==> config.mk <==
export PLATFORM = sky130hd
export DESIGN_NAME = uart_rx
export DESIGN_NICKNAME = d
export VERILOG_FILES = /design/src/rtl/uart_pkg.sv /design/src/rtl/uart_sync2.sv /design/src/rtl/uart_rx.sv
export SDC_FILE = /design/constraint.sdc
export NUM_CORES = 1
export LEC_CHECK = 0
export CAP_MARGIN = 0
export CORE_UTILIZATION = 54
export DETAILED_ROUTE_END_ITERATION = 12
export PLACE_DENSITY = 0.77
export RECOVER_POWER = 25
export SYNTH_ARGS = -nofsm -noshare
export SYNTH_HDL_FRONTEND = slang
export SYNTH_SLANG_ARGS = --single-unit
==> constraint.sdc <==
create_clock -name clk -period 2.3 [get_ports clk]
set_input_delay 0.46 -clock clk [delete_from_list [all_inputs] [get_ports clk]]
set_output_delay 0.46 -clock clk [all_outputs]
set_load 0.02 [all_outputs]
==> src/rtl/uart_pkg.sv <==
// Shared UART definitions: FSM state encoding (common to transmitter and
// receiver), frame constants and a parity helper.
package uart_pkg;

  localparam int DATA_BITS          = 8;
  localparam int DEFAULT_OVERSAMPLE = 16;

  // Encodings are fixed so the transmitter and receiver decode states identically.
  typedef enum logic [2:0] {
    IDLE   = 3'b000,
    START  = 3'b001,
    DATA   = 3'b010,
    PARITY = 3'b011,
    STOP   = 3'b100
  } uart_state_t;

  // Even parity over a data word; matches the transmitter's ^data.
  function automatic logic even_parity(input logic [DATA_BITS-1:0] d);
    return ^d;
  endfunction

endpackage

==> src/rtl/uart_sync2.sv <==
// Two-flop synchronizer for a single asynchronous input. RESET_VAL sets the
// value both flops take while reset is asserted (idle level of the input).
module uart_sync2 #(
  parameter logic RESET_VAL = 1'b1
) (
  input  logic clk,
  input  logic rst_n,
  input  logic d,
  output logic q
);

  logic meta_reg;
  logic sync_reg;

  // Two back-to-back flops give the first stage a full cycle to settle.
  always_ff @(posedge clk or negedge rst_n) begin
    if (!rst_n) begin
      meta_reg <= RESET_VAL;
      sync_reg <= RESET_VAL;
    end else begin
      meta_reg <= d;
      sync_reg <= meta_reg;
    end
  end

  assign q = sync_reg;

endmodule

==> src/rtl/uart_rx.sv <==
// UART receiver: 8 data bits LSB first, optional even parity, one stop bit.
// Oversamples rx with os_tick, detects the start edge and samples each bit
// at mid-bit. Optional parity bit is enabled with macro UART_RX_PARITY_EN;
// without it the frame is start + 8 data + stop and parity_err stays 0.
module uart_rx
  import uart_pkg::*;
#(
  parameter int OVERSAMPLE = DEFAULT_OVERSAMPLE
) (
  input  logic                 clk,
  input  logic                 rst_n,
  input  logic                 rx,
  input  logic                 os_tick,
  output logic [DATA_BITS-1:0] data,
  output logic                 valid,
  output logic                 parity_err,
  output logic                 frame_err,
  output logic                 busy
);

  localparam int            TW        = $clog2(OVERSAMPLE);
  localparam logic [TW-1:0] HALF_LAST = TW'(OVERSAMPLE / 2 - 1);
  localparam logic [TW-1:0] FULL_LAST = TW'(OVERSAMPLE - 1);

  logic                 rx_sync;
  logic                 rx_hist_reg;
  uart_state_t          state_reg;
  uart_state_t          state_next;
  logic [TW-1:0]        tick_cnt_reg;
  logic [2:0]           bit_cnt_reg;
  logic [DATA_BITS-1:0] shift_reg;
  logic [DATA_BITS-1:0] data_reg;
  logic                 valid_reg;
  logic                 frame_err_reg;

  logic at_half;
  logic at_full;
  logic start_edge;
  logic shift_en;
  logic stop_sample;

  uart_sync2 #(.RESET_VAL(1'b1)) u_sync (
    .clk   (clk),
    .rst_n (rst_n),
    .d     (rx),
    .q     (rx_sync)
  );

  assign at_half    = os_tick && (tick_cnt_reg == HALF_LAST);
  assign at_full    = os_tick && (tick_cnt_reg == FULL_LAST);
  assign start_edge = os_tick && rx_hist_reg && !rx_sync;

  // Edge history follows the synchronized line once per oversample tick, so a
  // falling edge is seen on the first tick after it and a held-low line never re-triggers.
  always_ff @(posedge clk or negedge rst_n) begin
    if (!rst_n) begin
      rx_hist_reg <= 1'b1;
    end else if (os_tick) begin
      rx_hist_reg <= rx_sync;
    end
  end

  // State register.
  always_ff @(posedge clk or negedge rst_n) begin
    if (!rst_n) begin
      state_reg <= IDLE;
    end else begin
      state_reg <= state_next;
    end
  end

  // Next-state logic; every transition is qualified by os_tick through the strobes.
  always_comb begin
    state_next = state_reg;
    case (state_reg)
      IDLE:   if (start_edge) state_next = START;
      START:  if (at_half)    state_next = rx_sync ? IDLE : DATA;
      DATA: begin
        if (at_full && (bit_cnt_reg == 3'd7)) begin
`ifdef UART_RX_PARITY_EN
          state_next = PARITY;
`else
          state_next = STOP;
`endif
        end
      end
`ifdef UART_RX_PARITY_EN
      PARITY: if (at_full) state_next = STOP;
`endif
      STOP:   if (at_full) state_next = IDLE;
      default: state_next = IDLE;
    endcase
  end

  // Output decode: busy and the per-bit sampling strobes.
  always_comb begin
    busy        = (state_reg != IDLE);
    shift_en    = (state_reg == DATA) && at_full;
    stop_sample = (state_reg == STOP) && at_full;
  end

  // Tick and bit counters; the tick counter restarts at each state change and
  // at every full bit period, which keeps the mid-bit alignment found in START.
  always_ff @(posedge clk or negedge rst_n) begin
    if (!rst_n) begin
      tick_cnt_reg <= '0;
      bit_cnt_reg  <= '0;
    end else if (os_tick) begin
      if ((state_reg == IDLE) || at_full || (state_next != state_reg)) begin
        tick_cnt_reg <= '0;
      end else begin
        tick_cnt_reg <= tick_cnt_reg + 1'b1;
      end
      if ((state_reg == IDLE) || (state_reg == START)) begin
        bit_cnt_reg <= '0;
      end else if (shift_en) begin
        bit_cnt_reg <= bit_cnt_reg + 1'b1;
      end
    end
  end

  // Data bits arrive LSB first, so shift in from the top.
  always_ff @(posedge clk or negedge rst_n) begin
    if (!rst_n) begin
      shift_reg <= '0;
    end else if (shift_en) begin
      shift_reg <= {rx_sync, shift_reg[DATA_BITS-1:1]};
    end
  end

`ifdef UART_RX_PARITY_EN
  logic par_sample;
  logic par_err_pend_reg;
  logic parity_err_reg;

  assign par_sample = (state_reg == PARITY) && at_full;

  // Parity verdict is held until the stop bit so all flags update together.
  always_ff @(posedge clk or negedge rst_n) begin
    if (!rst_n) begin
      par_err_pend_reg <= 1'b0;
    end else if (par_sample) begin
      par_err_pend_reg <= rx_sync ^ even_parity(shift_reg);
    end
  end

  // Parity flag publishes with the byte.
  always_ff @(posedge clk or negedge rst_n) begin
    if (!rst_n) begin
      parity_err_reg <= 1'b0;
    end else if (stop_sample) begin
      parity_err_reg <= par_err_pend_reg;
    end
  end

  assign parity_err = parity_err_reg;
`else
  assign parity_err = 1'b0;
`endif

  // Byte and framing flag publish on the stop-bit sample; valid pulses once.
  always_ff @(posedge clk or negedge rst_n) begin
    if (!rst_n) begin
      data_reg      <= '0;
      frame_err_reg <= 1'b0;
      valid_reg     <= 1'b0;
    end else begin
      valid_reg <= stop_sample;
      if (stop_sample) begin
        data_reg      <= shift_reg;
        frame_err_reg <= ~rx_sync;
      end
    end
  end

  assign data      = data_reg;
  assign valid     = valid_reg;
  assign frame_err = frame_err_reg;

endmodule
==> results.py, run 1 <==
metrics = {
    "sta": {
        "rsz0062_at_grt": "false",
        "setup-tns-final_ns": 0,
        "finalSetupViolCount": 0,
        "tightest_slew_ns": 0.745,
        "fin_crit_ns": 2.19,
        "slew_headroom": 0.503,
        "fmax_mhz": 457,
        "final_hold_viol_count": 0,
        "final_max_slew_viol_count": 0,
        "timing.final.ws_setup_ns": 0.110,
        "finalCritPeriodShare": 0.952,
        "fin_skew_ns": 0.0142,
    },
    "cts": {
        "htreeDepth": 2,
        "cts_tree": "done",
        "cts_resized": 0,
        "cts-root-buf": "clkbuf_4",
        "cts_buffer_depth": 2,
        "postCtsSetupBuffers": 0,
        "cts.sinks": 31,
        "clk_pin_slew_worst_paths_ns": 0.09,
        "cts_hold_buffers": 0,
        "clock_latency_ns": 0.34,
        "numCtsBuffers": 5,
    },
    "drt": {
        "drtPass1Iterations": 4,
        "drc_errors": 0,
        "vias": 888,
        "postRouteAntennaNets": 0,
        "wl_um": 2330,
        "vias_per_cell": 5.58,
        "wl_per_cell_um": 14.6,
        "drtIter0Drc": 7,
    },
    "yosys": {
        "ys_seq_area_frac": 0.535,
        "synth_top_family_by_area": "multiplexers",
        "yosys_warnings": 0,
        "synth_fa_ha_area_frac": 0.0258,
        "yosys.area.top_type": "dfrtp_1",
        "synth-seq-cells": 31,
        "yosys.area.top_type_share": 0.481,
        "synth_cell_types": 40,
        "synth_nets": 112,
        "synth_async_sr_flop_share": 1.00,
        "synthCells": 105,
        "ys_dominant_reg_cell": "dfrtp_1",
        "synth-simple-area-share": 0.133,
        "synth_area_leaders": "dfrtp_1, mux2_4, dfstp_2, mux2_1, ha_1",
        "avgSynthCellArea_um2": 13.9,
        "synth-compound-area-share": 0.0816,
        "synth_edf_count": 0,
        "synth.mux.area_fraction": 0.170,
        "syn_area_um2": 1460,
        "synth_xor_area_frac": 0.00601,
    },
    "placed_design": {
        "hpwl_um": 1610,
        "numPortBuffers": 14,
        "placedInstanceArea_um2": 1630,
        "gp_congestion": 0.763,
        "dp_cells": 151,
        "dp_slack_ns": 0.167,
    },
    "cells_and_area": {
        "area_growth_pct": 17.4,
        "n_antenna_cell": 0,
        "register_area_um2": 779,
        "design.final.nets": 135,
        "multi_input_area_um2": 611,
        "postLayoutCellArea_um2": 1710,
        "layout-drive-gt1-share": 0.302,
        "nFillCells": 184,
        "stdcell_count": 159,
    },
    "grt": {
        "grt_max_degree": 32,
        "antenna_found_initial": 0,
        "use_met3": 0.0678,
        "grt_pass1_wl_um": 3800,
        "grt_pass1_vias": 853,
        "use_met2": 0.278,
        "overflow": 0,
        "use_met1": 0.258,
        "grt-busiest-layer": "met2",
        "track_usage": 0.199,
    },
    "die": {
        "dieArea_um2": 2910,
        "initial_core_util": 0.577,
        "fp.dieW_um": 53.9,
        "fp.dieH_um": 53.9,
        "core_um2": 2520,
        "io_pins": 16,
        "row_count": 18,
    },
    "run_status": {
        "status": "complete, no violations",
    },
    "critical_path": {
        "critical_path_class": "reg2out",
        "max_stage_delay_ns": 0.54,
        "path_max_fanout": 2,
        "worstReg2RegStart": "tick_cnt_reg[0]",
        "required_ns": 1.84,
        "crit_path_start_kind": "register",
        "cp_slowest_cell": "clkdlybuf4s50_1",
        "r2r-end": "shift_reg[7]",
        "cp_cell_sequence": "or3_2, clkdlybuf4s50_1",
        "arrival_ns": 1.73,
        "reg2reg_depth": 5,
        "endpoint_kind": "primary output",
        "r2r_setup_slack_ns": 0.47,
    },
    "run": {
        "maxCapViolCount": 0,
    },
    "min_path": {
        "min_to": "u_sync.q",
        "min-delay-start": "u_sync.meta_reg",
        "whs_path_depth": 0,
        "hold_path_class": "reg2reg",
    },
    "power_and_ir_drop": {
        "powerDensity_nw_per_um2": 916,
        "leakage_nw": 0.793,
        "peakVddDrop_mv": 0.918,
    },
}
[critical path, delay by kind of cell (launching register included)]
kind | cells | cell delay, ns
buffers and inverters | 1 | 0.54
and+or+nand+nor | 1 | 0.47
DFF | 1 | 0.39
[cells by family after synthesis]
family | count (synthesis)
multiplexers | 19
flip-flops | 31
other | 1
buffers and inverters | 8
AO/OA/AOI/OAI | 15
XOR/XNOR | 1
AND/OR/NAND/NOR | 27
adder cells (fa/ha/maj) | 3
[cell usage after synthesis, types with 2 or more instances]
master      n
a22o_1      2
nand3b_1    2
nor3_1      2
ha_1        3
nor2_1      2
mux2_2      3
buf_6       3
mux2_1      7
o2bb2ai_1   2
inv_1       2
dfrtp_1    28
nand2_1     6
nor3b_2     2
a21oi_1     2
nand3_1     3
nand2b_1    2
dfstp_2     3
mux2_4      9
[layout make-up]
cell class | instances | share of cell area
clock buffers | 5 | 0.0219
clock inverters | 3 | 0.0256
inverters | 3 | 0.00658
multi-input cells | 66 | 0.357
flip-flops and latches | 31 | 0.456
well taps | 30 | 0.0219
repair buffers | 21 | 0.111
[metrics by stage]
stage / util / hold slack [ns] / total power, mW
2_1_floorplan: - / 0.164 / 1.05
5_1_grt: 0.678 / 0.370 / 1.69
3_3_place_gp: 0.647 / 0.347 / 1.13
3_5_place_dp: 0.647 / 0.353 / 1.16
6_report: 0.678 / 0.363 / 1.57
4_1_cts: 0.679 / 0.367 / 1.58
[routing by layer]
layer  up-vias  share of wire
met2        18           0.46
met1       439           0.48
li1        424              -
met3         7          0.037
met4         0          0.024
met5         -              0
[cells in the final DEF (no fill, tap or decap), types with 2 or more instances in the layout]
cell type | Yosys | routed
dfrtp_1 | 28 | 28
clkdlybuf4s50_1 | 0 | 12
mux2_4 | 9 | 9
mux2_1 | 7 | 7
nand2_1 | 6 | 6
buf_4 | 1 | 6
clkbuf_4 | 0 | 5
nand3_1 | 3 | 3
mux2_2 | 3 | 3
ha_1 | 3 | 3
dfstp_2 | 3 | 3
inv_1 | 2 | 2
nor3_1 | 2 | 2
nand3b_1 | 2 | 2
nand2b_1 | 2 | 2
nor2_1 | 2 | 2
a21oi_1 | 2 | 2
nor3b_2 | 2 | 2
o2bb2ai_1 | 2 | 2
a22o_1 | 2 | 2
dlygate4sd3_1 | 0 | 2
[worst max-delay path by stage]
stage,start,to,cells after the start
2_1_floorplan,tick_cnt_reg[0],data[0],6
3_3_place_gp,os_tick,state_reg[1],6
3_5_place_dp,os_tick,shift_reg[0],5
4_1_cts,state_reg[1],busy,2
5_1_grt,state_reg[1],busy,2
6_report,state_reg[1],busy,2
[power breakdown]
part	leakage [nW]	switching [mW]	internal (mW)
clock	0.0452	0.189	0.229
combinational	0.354	0.221	0.208
sequential	0.394	0.0857	0.635
total	0.793	0.496	1.07
Note: power is estimated with default switching activity, not from simulation.
==> run 2: changes to the inputs <==
CORE_MARGIN = 10   (was unset)
REMOVE_ABC_BUFFERS = 1   (was unset)
==> results.py, run 2 (same netlist as run 1, synthesis figures left out) <==
metrics = {
    "run_status": {
        "status": "finished with violations",
        "failed_checks": "max-capacitance violations, max-slew violations",
    },
    "grt": {
        "antenna_found_initial": 0,
        "grt-busiest-layer": "met2",
        "overflow": 0,
        "grt_pass1_wl_um": 4510,
        "grt_max_degree": 32,
        "use_met1": 0.130,
        "track_usage": 0.111,
        "use_met3": 0.0503,
        "use_met2": 0.167,
        "grt_pass1_vias": 917,
    },
    "cts": {
        "cts_hold_buffers": 0,
        "cts-root-buf": "clkbuf_4",
        "postCtsSetupBuffers": 0,
        "clk_pin_slew_worst_paths_ns": 0.10,
        "numCtsBuffers": 5,
        "clock_latency_ns": 0.33,
        "htreeDepth": 2,
        "cts.sinks": 31,
        "cts_tree": "done",
        "cts_buffer_depth": 2,
    },
    "cells_and_area": {
        "layout_common_cells": "dfrtp_1, clkdlybuf4s50_1, mux2_4",
        "design.final.nets": 134,
        "final_common_cell": "dfrtp_1",
        "area_growth_pct": 17.0,
        "layout-drive-gt1-share": 0.289,
        "n_antenna_cell": 0,
        "fin_util": 0.676,
    },
    "critical_path": {
        "worstReg2RegStart": "tick_cnt_reg[0]",
        "crit_path_start_kind": "register",
        "cp_cell_sequence": "or3_2, dlygate4sd2_1",
        "path_max_fanout": 7,
        "arrival_ns": 1.61,
        "critical_path_class": "reg2out",
        "r2r_setup_slack_ns": 0.45,
        "max_stage_delay_ns": 0.48,
        "required_ns": 1.84,
        "reg2reg_depth": 5,
        "r2r-end": "shift_reg[5]",
        "cp_slowest_cell": "dfrtp_1",
        "endpoint_kind": "primary output",
    },
    "sta": {
        "fin_skew_ns": 0.00918,
        "finalCritPeriodShare": 0.899,
        "tightest_slew_ns": 1.58,
        "slew_headroom": -0.0516,
        "final_hold_viol_count": 0,
        "rsz0062_at_grt": "false",
        "fmax_mhz": 483,
        "fin_crit_ns": 2.07,
        "setup-tns-final_ns": 0,
        "finalSetupViolCount": 0,
        "whs_ns": 0.362,
        "final_max_slew_viol_count": 32,
    },
    "die": {
        "row_count": 18,
        "dieArea_um2": 5170,
        "io_pins": 16,
        "core_um2": 2520,
        "fp.dieW_um": 71.9,
        "initial_core_util": 0.577,
        "fp.dieH_um": 71.9,
    },
    "min_path": {
        "min_to": "u_sync.q",
        "min-delay-start": "u_sync.meta_reg",
        "whs_path_depth": 0,
        "hold_path_class": "reg2reg",
    },
    "drt": {
        "drc_errors": 0,
        "wl_um": 2720,
        "vias": 902,
        "drtIter0Drc": 52,
        "drtPass1Iterations": 4,
        "vias_per_cell": 5.71,
        "postRouteAntennaNets": 0,
        "wl_per_cell_um": 17.2,
    },
    "placed_design": {
        "numPortBuffers": 14,
        "gp_congestion": 0.892,
        "hpwl_um": 1930,
    },
    "run": {
        "maxCapViolCount": 1,
    },
    "power_and_ir_drop": {
        "leakage_nw": 0.777,
        "total_power_mw": 1.52,
        "powerDensity_nw_per_um2": 892,
        "peakVddDrop_mv": 0.915,
    },
}
-- run 2: through the flow --
stage	area (um^2)	instances	setup WS, ns
after CTS	1710	158	0.221
after floorplan	1400	100	0.191
after global routing	1700	158	0.104
after detailed placement	1640	150	0.166
after global placement	1640	150	0.191
final	1700	158	0.231
-- run 2: how the worst max path moves through the flow --
stage                               start         endpoint  slack [ns]  cells after the start
final                        state_reg[0]             busy        0.23                      2
after global routing                rst_n     state_reg[1]        0.10                      2
after CTS                    state_reg[0]             busy        0.22                      2
after detailed placement          os_tick  tick_cnt_reg[0]        0.17                      6
after global placement            os_tick          data[4]        0.19                      6
after floorplan           tick_cnt_reg[0]          data[0]        0.19                      5
-- run 2: final cells by class --
type | instances | area, um^2
Clock buffer | 7 | 65.1
Clock inverter | 1 | 7.51
Fill cell | 194 | 818
Inverter | 3 | 11.3
Multi-Input combinational cell | 66 | 611
Sequential cell | 31 | 779
Tap cell | 30 | 37.5
Timing Repair Buffer | 20 | 193
-- run 2: per-layer routing --
metal,vias up,part of all wire
met4,0,0.026
li1,429,-
met5,-,0
met2,19,0.49
met1,447,0.43
met3,7,0.058
-- run 2: what timing repair did --
item	CTS	global route
hold endpoints to repair	0	0
setup endpoints to repair	1	0
gates resized for setup	1	0
-- run 2: power by group --
part / total (mW) / internal, mW / switching [mW]
Combinational: 0.422 / 0.200 / 0.222
Sequential: 0.728 / 0.635 / 0.0938
Clock: 0.369 / 0.179 / 0.191
Total: 1.52 / 1.01 / 0.507
-- run 2: critical path, delay by kind of cell, from the launching register on --
kind	cells	cell delay, ns
buffers and inverters	1	0.34
AND/OR/NAND/NOR	1	0.45
flip-flops	1	0.48
==> patch 1 (flow settings as in run 2) <==
The output `valid` loses its register stage (`valid_reg` becomes a continuous assignment).
--- a/src/rtl/uart_rx.sv
+++ b/src/rtl/uart_rx.sv
@@ -163,9 +163,7 @@
     if (!rst_n) begin
       data_reg      <= '0;
       frame_err_reg <= 1'b0;
-      valid_reg     <= 1'b0;
     end else begin
-      valid_reg <= stop_sample;
       if (stop_sample) begin
         data_reg      <= shift_reg;
         frame_err_reg <= ~rx_sync;
@@ -173,6 +171,8 @@
     end
   end
 
+  assign valid_reg = stop_sample;
+
   assign data      = data_reg;
   assign valid     = valid_reg;
   assign frame_err = frame_err_reg;
Function: no difference found for any inputs over 10 cycles, from zero or initial values and one cycle with rst_n low; that may be too few to reach the edited logic, so the function may still have changed.
==> patch 1 against run 2 <==
  * The run still ends with capacitance limit, slew limit left
  * Power up 2.0%
  * Sequential power is 2% lower
  * Hold slack hardly changed
  * Wire length shrank 7.7%
  * Area after synthesis fell by 1.7%
  * Sequential cell count decreased by 1
  * Critical path type unchanged
  * Die area is 1.2% lower
  * Worst setup slack got worse by 0.080 ns
  * Final area shrank 1.1%
  * Count of clock-buffer cells in the layout is the same
==> patch 1: results <==
export IMPL_final_clk_cell_share_pct=4.45
export IMPL_grt_util_met2_pct=17.7
export IMPL_grt_max_degree=31
export IMPL_signal_buffers=22
export IMPL_outcome="finished, violations left"
export IMPL_vdd_drop_max_mv=0.743
export IMPL_hold_slack_ns=0.361
export IMPL_dpl_instance_area_mm2=0.00161
export IMPL_leakage_nw=0.774
export IMPL_grtUsageMet1_pct=12.0
export IMPL_routed_via_density=5.69
export IMPL_crit_arrival_ns=1.69
export IMPL_hpwl_mm=1.85
export IMPL_maxSlewViolCount=30
export IMPL_synth_adder_area_share_pct=2.62
export IMPL_synth_xor_area_share_pct=0.612
export IMPL_met2WireLength_mm=1.21
export IMPL_postRouteWirelength_mm=2.51
export IMPL_wl_met3_um=151
export IMPL_violations="capacitance limit, slew limit"
export IMPL_relSlewSlack_pct=-0.338
export IMPL_area_growth_pct=17.7
export IMPL_grt_pass1_wl_mm=4.52
export IMPL_met1_length_mm=1.11
export IMPL_met3_usage_pct=5.65
export IMPL_num_fill_cells=182
export IMPL_cap_violations=1
export IMPL_drive_above_1_share_pct=30.2
export IMPL_synth_area_leaders="dfrtp_1 47%, mux2_4 9.4%, dfstp_2 5.5%, mux2_1 5.5%, ha_1 2.6%"
export IMPL_ys_seq_area_share_pct=52.7
export IMPL_path_max_fanout=4
export IMPL_buffer_area_share_pct=11.5
patch 1: power by group through the flow:
stage	Clock, W	Combinational [W]	Sequential (W)
5_1_grt	0.000443	0.000488	0.000727
3_3_place_gp	0	0.000410	0.000710
2_1_floorplan	0	0.000296	0.000709
6_report	0.000407	0.000432	0.000712
4_1_cts	0.000416	0.000442	0.000712
3_5_place_dp	0	0.000434	0.000722
patch 1: per-stage QoR:
stage               setup WS (ns)  setup TNS (ns)  instances  power [W]
global route               0.0346               0        159    0.00166
finish                      0.152               0        159    0.00155
floorplan                -0.00819         -0.0737         99    0.00100
CTS                        0.0125               0        159    0.00157
global placement           -0.285          -0.285        151    0.00112
detailed placement         -0.304          -0.304        151    0.00116
patch 1: what timing repair did:
action	in CTS	in global routing
resized for setup	4	2
cloned	0	0
hold endpoints to repair	0	0
endpoints found under the setup margin	1	2
patch 1: worst max-delay path: stages, from the launching register on:
cell,delay [ns]
dfrtp_1,0.40
ha_2,0.25
nand4_4,0.11
nand2b_4,0.16
nor3b_2,0.23
buf_2,0.21
==> patch 2 (settings of run 2) <==
Made on the original files. The option `UART_RX_PARITY_EN` is turned on by a define.
--- a/src/rtl/uart_rx.sv
+++ b/src/rtl/uart_rx.sv
@@ -2,6 +2,8 @@
 // Oversamples rx with os_tick, detects the start edge and samples each bit
 // at mid-bit. Optional parity bit is enabled with macro UART_RX_PARITY_EN;
 // without it the frame is start + 8 data + stop and parity_err stays 0.
+`define UART_RX_PARITY_EN
+
 module uart_rx
   import uart_pkg::*;
 #(
Formal check against the unedited RTL: same outputs for any inputs over 10 cycles, from zero or initial values and one cycle with rst_n low; that may be too few to reach the edited logic, so the function may still have changed.
==> patch 2 against run 2 <==
  * Area after synthesis up 5.5%
  * Combinational power fell by 29%
  * Power is 9.8% lower
  * Sequential cell count is 2 higher
  * Global-route usage grew 0.14 points
  * Worst setup slack lost 0.083 ns
  * Final area increased by 5.4%
  * Wire length shrank 3.7%
  * Core utilization shrank 1.9 points
==> patch 2: results <==
export IMPL_outcome="finished clean"
export IMPL_dpl_instance_area_mm2=0.00173
export IMPL_vdd_drop_max_mv=0.592
export IMPL_io_buffers=15
export IMPL_critPathMaxStageDelay_ns=0.54
export IMPL_fin_cells=172
export IMPL_grt_max_degree=34
export IMPL_cp_startpoint="state_reg[1]"
export IMPL_drtIter0Drc=111
export IMPL_synth_adder_area_share_pct=2.44
export IMPL_crit_arrival_ns=1.69
export IMPL_place_gp_congestion=0.863
export IMPL_routed_via_density=5.59
export IMPL_grt_pass1_wl_mm=4.65
export IMPL_grt_pass1_vias=1030
export IMPL_synth_area_leaders="dfrtp_1 49%, mux2_2 15%, dfstp_2 5.1%, xnor2_1 3.4%, ha_1 2.4%"
export IMPL_num_fill_cells=204
export IMPL_r2r_slack_ns=0.38
export IMPL_ys_seq_area_share_pct=54.0
export IMPL_grt_use_total_pct=11.3
export IMPL_skew_ns=0.00580
export IMPL_firstDrtPassIters=3
export IMPL_hpwl_mm=1.94
export IMPL_critical_path_top_delay_family="buffers and inverters"
export IMPL_path_max_fanout=6
export IMPL_worst_pin_slew_ns=0.778
export IMPL_avgRoutedWirePerCell_um=15.2
export IMPL_leakage_nw=0.869
export IMPL_ys_top_cells_by_count="30 x dfrtp_1, 20 x mux2_2, 8 x inv_1, 6 x xnor2_1, 4 x o21ai_0"
==> patch 2: cell count changes after synthesis, moves of 2 or more <==
cell	delta
mux2_1	-6
o2bb2ai_1	-2
mux2_2	+17
buf_2	+2
o21ai_0	+4
dfrtp_1	+2
inv_1	+6
buf_6	-2
mux2_4	-9
o211ai_1	+3
xnor2_1	+6
nor3b_2	-2
nand2_1	-3
==> patch 2: routing by layer <==
layer  vias up  wire length (um)  global-route usage [%]
met2        14              1290                    18.1
met3         9               120                    4.04
met5         -                 0                       0
met4         0                77                    7.87
met1       479              1130                    12.0
li1        460                 -                       -
==> patch 2: repair_timing <==
item                       in CTS  in global routing
hold buffers                    0                  0
gates resized for setup         0                  1
buffers inserted                0                  0
setup endpoints to repair       0                  1
==> patch 2: where the power goes <==
| group | total [W] | internal [W] | leakage [nW] | switching, W |
|---|---|---|---|---|
| Combinational | 0.000298 | 0.000128 | 0.401 | 0.000170 |
| Clock | 0.000340 | 0.000149 | 0.0315 | 0.000191 |
| Sequential | 0.000733 | 0.000643 | 0.437 | 0.0000901 |
==> patch 2: metrics by stage <==
stage	power, W	worst slack [ns]
CTS	0.00139	0.0132
global placement	0.00102	0.130
global route	0.00147	0.0488
detailed placement	0.00104	0.0597
finish	0.00137	0.148
floorplan	0.000931	0.497
==> patch 2: logic make-up after synthesis <==
family,Yosys count
AO/OA/AOI/OAI,18
XOR/XNOR,7
adder cells (fa/ha/maj),3
buffers and inverters,14
flip-flops,33
multiplexers,21
AND/OR/NAND/NOR,22
==> patch 2: area by class of cell <==
type,count,area (um2),share of cell area (%)
flip-flops and latches,33,830,46.2
multi-input cells,71,646,36.0
repair buffers,20,185,10.3
clock buffers,7,55.1,3.07
well taps,31,38.8,2.16
inverters,9,33.8,1.88
clock inverters,1,7.51,0.418
